<file path="src/rtl/phy_tx_multilane.sv">
// phy_tx_multilane: multi-lane PHY transmitter. Words arrive on a valid/ready
// handshake, are striped round-robin over LANES lanes and serialised MSB-first
// at one bit per clock. All lanes reload together on a shared word counter;
// lanes with nothing to send transmit the COM idle word.
// Optional feature: define PHY_TX_SCRAMBLE_EN for per-lane LFSR scrambling of
// data words (idle words stay unscrambled).

// One lane: holding register, shift register and optional scrambler.
module phy_tx_lane #(
    parameter int          DATA_W = 32,
    parameter logic [7:0]  COM    = 8'hBC
) (
    input  logic              clk_32f,
    input  logic              reset_L,
    input  logic              run,
    input  logic              boundary,
    input  logic              wr,
    input  logic [DATA_W-1:0] data,
    output logic              hold_full,
    output logic              bit_out,
    output logic              active
);
    localparam logic [DATA_W-1:0] IDLE = {(DATA_W/8){COM}};

    logic [DATA_W-1:0] hold;
    logic [DATA_W-1:0] sh;

    // Holding register: a write at a boundary refills it as the old word leaves.
    always_ff @(posedge clk_32f) begin
        if (!reset_L) begin
            hold      <= '0;
            hold_full <= 1'b0;
        end else if (wr) begin
            hold      <= data;
            hold_full <= 1'b1;
        end else if (boundary) begin
            hold_full <= 1'b0;
        end
    end

    // Shift register: load held word or idle at the boundary, otherwise shift left.
    always_ff @(posedge clk_32f) begin
        if (!reset_L) begin
            sh     <= '0;
            active <= 1'b0;
        end else if (boundary) begin
            sh     <= hold_full ? hold : IDLE;
            active <= hold_full;
        end else begin
            sh     <= {sh[DATA_W-2:0], 1'b0};
        end
    end

`ifdef PHY_TX_SCRAMBLE_EN
    logic [15:0] lfsr;

    // Scrambler x^16+x^5+x^4+x^3+1; reseeded whenever the lane goes idle.
    always_ff @(posedge clk_32f) begin
        if (!reset_L)
            lfsr <= 16'hFFFF;
        else if (boundary && !hold_full)
            lfsr <= 16'hFFFF;
        else if (run)
            lfsr <= {lfsr[14:0], lfsr[15] ^ lfsr[4] ^ lfsr[3] ^ lfsr[2]};
    end

    assign bit_out = run & (sh[DATA_W-1] ^ (active & lfsr[15]));
`else
    assign bit_out = run & sh[DATA_W-1];
`endif
endmodule

module phy_tx_multilane #(
    parameter int          DATA_W = 32,
    parameter int          LANES  = 2,
    parameter logic [7:0]  COM    = 8'hBC
) (
    input  logic              clk_32f,
    input  logic              reset_L,
    input  logic [DATA_W-1:0] data_in,
    input  logic              valid_in,
    output logic              ready_out,
    output logic [LANES-1:0]  phy_tx_out,
    output logic [LANES-1:0]  lane_active
);
    localparam int CNT_W = $clog2(DATA_W);
    localparam int PTR_W = (LANES > 1) ? $clog2(LANES) : 1;

    typedef enum logic {SYNC, RUN} state_t;

    state_t            state, state_nxt;
    logic [CNT_W-1:0]  cnt;
    logic [PTR_W-1:0]  ptr;
    logic              boundary;
    logic              run;
    logic              xfer;
    logic              ptr_full;
    logic [LANES-1:0]  hold_full;
    logic [LANES-1:0]  wr;

    assign boundary = (cnt == CNT_W'(DATA_W - 1));
    assign xfer     = valid_in & ready_out;

    // Shared word counter keeps every lane in lockstep.
    always_ff @(posedge clk_32f) begin
        if (!reset_L || boundary)
            cnt <= '0;
        else
            cnt <= cnt + CNT_W'(1);
    end

    // Stripe pointer advances per accepted word; kept across idle gaps.
    always_ff @(posedge clk_32f) begin
        if (!reset_L)
            ptr <= '0;
        else if (xfer)
            ptr <= (ptr == PTR_W'(LANES - 1)) ? '0 : ptr + PTR_W'(1);
    end

    // FSM state register.
    always_ff @(posedge clk_32f) begin
        if (!reset_L)
            state <= SYNC;
        else
            state <= state_nxt;
    end

    // FSM next state: align to the first word boundary, then run until reset.
    always_comb begin
        state_nxt = state;
        if (state == SYNC && boundary)
            state_nxt = RUN;
    end

    // FSM outputs: accept when the target lane has room or is emptying now.
    always_comb begin
        run       = (state == RUN);
        ready_out = run & (~ptr_full | boundary);
    end

    // Holding-register status of the lane the pointer selects.
    always_comb begin
        ptr_full = 1'b0;
        for (int i = 0; i < LANES; i++)
            if (ptr == PTR_W'(i))
                ptr_full = hold_full[i];
    end

    for (genvar i = 0; i < LANES; i++) begin : g_lane
        assign wr[i] = xfer && (ptr == PTR_W'(i));

        phy_tx_lane #(.DATA_W(DATA_W), .COM(COM)) u_lane (
            .clk_32f   (clk_32f),
            .reset_L   (reset_L),
            .run       (run),
            .boundary  (boundary),
            .wr        (wr[i]),
            .data      (data_in),
            .hold_full (hold_full[i]),
            .bit_out   (phy_tx_out[i]),
            .active    (lane_active[i])
        );
    end
endmodule

</file>
<file path="config.mk">
export PLATFORM = sky130hd
export DESIGN_NAME = phy_tx_multilane
export DESIGN_NICKNAME = d
export VERILOG_FILES = /design/src/rtl/phy_tx_multilane.sv
export SDC_FILE = /design/constraint.sdc
export NUM_CORES = 1
export LEC_CHECK = 0
export CAP_MARGIN = 20
export CORE_ASPECT_RATIO = 1.2
export CORE_UTILIZATION = 45
export CTS_CLUSTER_DIAMETER = 150
export DETAILED_ROUTE_END_ITERATION = 6
export PLACE_DENSITY = 0.66
export SYNTH_ARGS = -nofsm -noshare
export SYNTH_HDL_FRONTEND = slang
export SYNTH_HIERARCHICAL = 1
export SYNTH_SLANG_ARGS = --single-unit
</file>
<file path="constraint.sdc">
create_clock -name clk_32f -period 2.24 [get_ports clk_32f]
set_input_delay 0.672 -clock clk_32f [delete_from_list [all_inputs] [get_ports clk_32f]]
set_output_delay 0.672 -clock clk_32f [all_outputs]
set_load 0.01 [all_outputs]
</file>
==> reports/results.tsv <==
stage	metric	value	unit
global_route	vias in the first global route	3444	
placement	dpl ws	-0.0365	ns
placement	Area after DPL	0.00570	mm^2
critical_path	FF-to-FF path depth	10	
yosys	Avg Cell Area, Syn	11.3	um^2
critical_path	crit-path leading delay family	flip-flops	
cts	CTS tree	built	
placement	Routability Congestion	0.719	
floorplanning	row cnt	42	
critical_path	Crit path largest cell delay	0.33	ns
sta	Max Slew Vio Count	0	
placement	DP HPWL	6490	um
cells_and_area	fin nets	543	
detailed_routing	via/cell ratio	5.05	
detailed_routing	Final ANT Viol Nets	0	
critical_path	startpoint types	flip-flop	
global_route	GR Util All Layers	19.3	%
critical_path	instance count on the critical path	5	
cts	clk_lat worst skew	0.42	ns
cts	H-tree Lvls	4	
global_route	global-route wire length before repair	17400	um
yosys	EDFF count, synth	0	
pwr	total power	5.31	mW
critical_path	WP buf/inv	1	
floorplanning	die span in x	101	um
sta	fin crit period	2.20	ns
pwr	leakage	2.15	nW
critical_path	critical path required time	1.57	ns
yosys	largest cells by area after synthesis	dfxtp_1 53%, mux2i_1 12%, nor2b_1 8.1%	
global_route	GRT Residual Overflow	0	
yosys	post-synth top area share	52.8	%
cells_and_area	fin cells	673	
global_route	initial antenna violation count	0	
yosys	Syn Std Cell Area	0.00527	mm^2
sta	fin crit share	98.3	%
critical_path	Critical Path Sink Type	primary output	
cells_and_area	area growth from synthesis to layout	21.1	%
floorplanning	full die area	0.0122	mm^2
cells_and_area	post-route cell area	0.00639	mm^2
cts	clock root buffer	clkbuf_16	
yosys	Synth Flop Type	dfxtp_1	
yosys	synth unique cells	31	
critical_path	CP Class	flip-flop to primary output	
cts	clk buf depth	2	
yosys	sequential fraction of the synthesis area	52.8	%
run	max_cap viols	0	
detailed_routing	DR iter-0 viols	143	
floorplanning	number of I/O pins	40	
sta	Setup violations, final	0	
yosys	flops & latches, synth	139	
global_route	largest net degree at the start of global routing	63	
placement	placed cell count	635	
hold_path	hold crit path type	flip-flop to flip-flop	
yosys	FFs w/ async S/R, synth	0	%
sta	Setup TNS	0	ns
cells_and_area	Core Util, Final	56.8	%
yosys	area leader, netlist	dfxtp_1	
sta	Hold Slack	0.427	ns
sta	unrepaired setup endpoints after global routing	no	
floorplanning	Core ar.	0.0112	mm^2
sta	Rel. slew slack	67.9	%
pwr	PD cells	832	mW/mm^2
cts	Clk pin slew, worst setup/hold paths	0.06	ns
detailed_routing	drt total wl	10600	um
detailed_routing	DRC viols	0	
detailed_routing	drt pass-1 iters	4	
floorplanning	Initial Util	46.9	%
critical_path	slowest stage cell, crit path	dfxtp_2	
sta	skew final	0.00610	ns
cells_and_area	proportion of layout cells with a drive suffix above 1	19.7	%
detailed_routing	WL/cell	15.8	um
critical_path	crit-path max FO	2	
cts	Num CTS Buffers	17	
yosys	Synthesis Warnings	6	
yosys	Mapped Cells	467	
sta	Final Hold Fails	0	
pwr	worst vdd rail ir drop	0.458	mV
cts	CTS sink cnt	139	
critical_path	worst-path cell chain	ha_4 -> and3_4 -> ha_4 -> o21a_1 -> buf_2	
floorplanning	die height	121	um
status	status	complete, no violations	
hold_path	depth of the worst hold-timing path	2	
sta	final worst slack	0.0386	ns
sta	Fmax achieved	454	MHz
cells_and_area	n_diodes	0	
detailed_routing	via count	3399	
yosys	Syn Nets	504	
placement	IO buf count	39	
critical_path	worst path arrival time	1.53	ns
sta	Worst-Margin Slew	0.481	ns
critical_path	CP most frequent cell	ha_4	
## layout make-up
cell class | instances | area [um^2]
clock buffers | 22 | 484
clock inverters | 10 | 88.8
fillers | 1017 | 4860
inverters | 10 | 37.5
multi-input cells | 280 | 2190
flip-flops and latches | 139 | 2790
well taps | 154 | 193
repair buffers | 58 | 608
## layout by cell type (no fill, tap or decap), drive strengths merged, types with 2 or more instances in the layout
master,Yosys,routed
clkdlybuf4s50,0,37
o21ai,28,28
buf,32,20
ha,2,2
mux2i,65,65
dfxtp,139,139
o21a,4,4
nor2b,68,68
nand3b,22,22
and2,2,2
inv,10,12
nand2,27,27
nand2b,3,3
o221a,32,32
clkinv,0,6
a21boi,2,2
clkbuf,6,22
nand4,2,2
a31oi,8,8
nor2,7,7
## synthesized netlist by cell type (3+ instances only)
cell type,count
nand2_1,25
nor2b_1,68
inv_1,10
nand2b_1,3
a31oi_1,8
buf_6,12
o21ai_0,20
mux2i_1,65
clkbuf_1,6
o21ai_2,8
nand3b_1,22
nor2_1,7
o21a_1,4
o221a_2,32
dfxtp_1,139
buf_2,4
buf_4,14
## worst paths after layout
path	slack (ns)	start	endpoint
worst max-delay path	0.04	cnt[1]$_SDFF_PP0_	ready_out
worst min-delay path	0.43	g_lane[0].u_lane/hold[0]$_SDFFE_PN0P_	g_lane[0].u_lane/sh[0]$_SDFF_PN0_
worst max register to register	0.13	cnt[1]$_SDFF_PP0_	g_lane[0].u_lane/hold[31]$_SDFFE_PN0P_
worst min register to register	0.43	g_lane[0].u_lane/hold[0]$_SDFFE_PN0P_	g_lane[0].u_lane/sh[0]$_SDFF_PN0_
## per-layer routing
| metal | GRT usage (%) | routed length [um] |
|---|---|---|
| met5 | 0 | 0 |
| met4 | 9.24 | 235 |
| met3 | 5.84 | 451 |
| met2 | 31.7 | 5080 |
| met1 | 22.7 | 4860 |
## cell families (layout without fill, tap and decap cells)
family / after synthesis / in the layout / share of synthesized area, %
compound gates: 75 / 75 / 12.0
flops: 139 / 139 / 52.8
xor+xnor: 2 / 2 / 0.332
buf+inv: 48 / 100 / 6.64
mux: 65 / 65 / 12.3
simple gates: 136 / 136 / 15.4
fa+ha+maj: 2 / 2 / 0.474
## worst reg2reg max path: stages (launching register included)
cell and delay [ns]:
dfxtp_2 0.34, ha_4 0.13, and3_4 0.19, ha_4 0.13, buf_4 0.13, buf_8 0.16, nor2b_1 0.10, nor3_4 0.17
bufbuf_16 0.35, mux2i_1 0.23, nor2b_1 0.06
## registers in the layout, indices dropped and copies added (netlist names)
signal / cells
g_lane.u_lane/hold: 64
g_lane.u_lane/sh: 64
cnt: 5
g_lane.u_lane/active: 2
g_lane.u_lane/hold_full: 2
ptr: 1
run: 1
## repair_timing
action / in CTS / in global routing
gates resized for setup: 11 / 3
setup buffers: 4 / 1
gates cloned: 1 / 0
pin swaps: 2 / 2
endpoints found under the setup margin: 10 / 65
hold buffers: 0 / 0
## where the power goes
part | switching [mW] | leakage, nW | internal [mW]
Clock | 1.03 | 0.286 | 1.64
Combinational | 0.0673 | 0.744 | 0.0904
Sequential | 0.00429 | 1.12 | 2.48
Note: power is estimated with default switching activity, not from simulation.
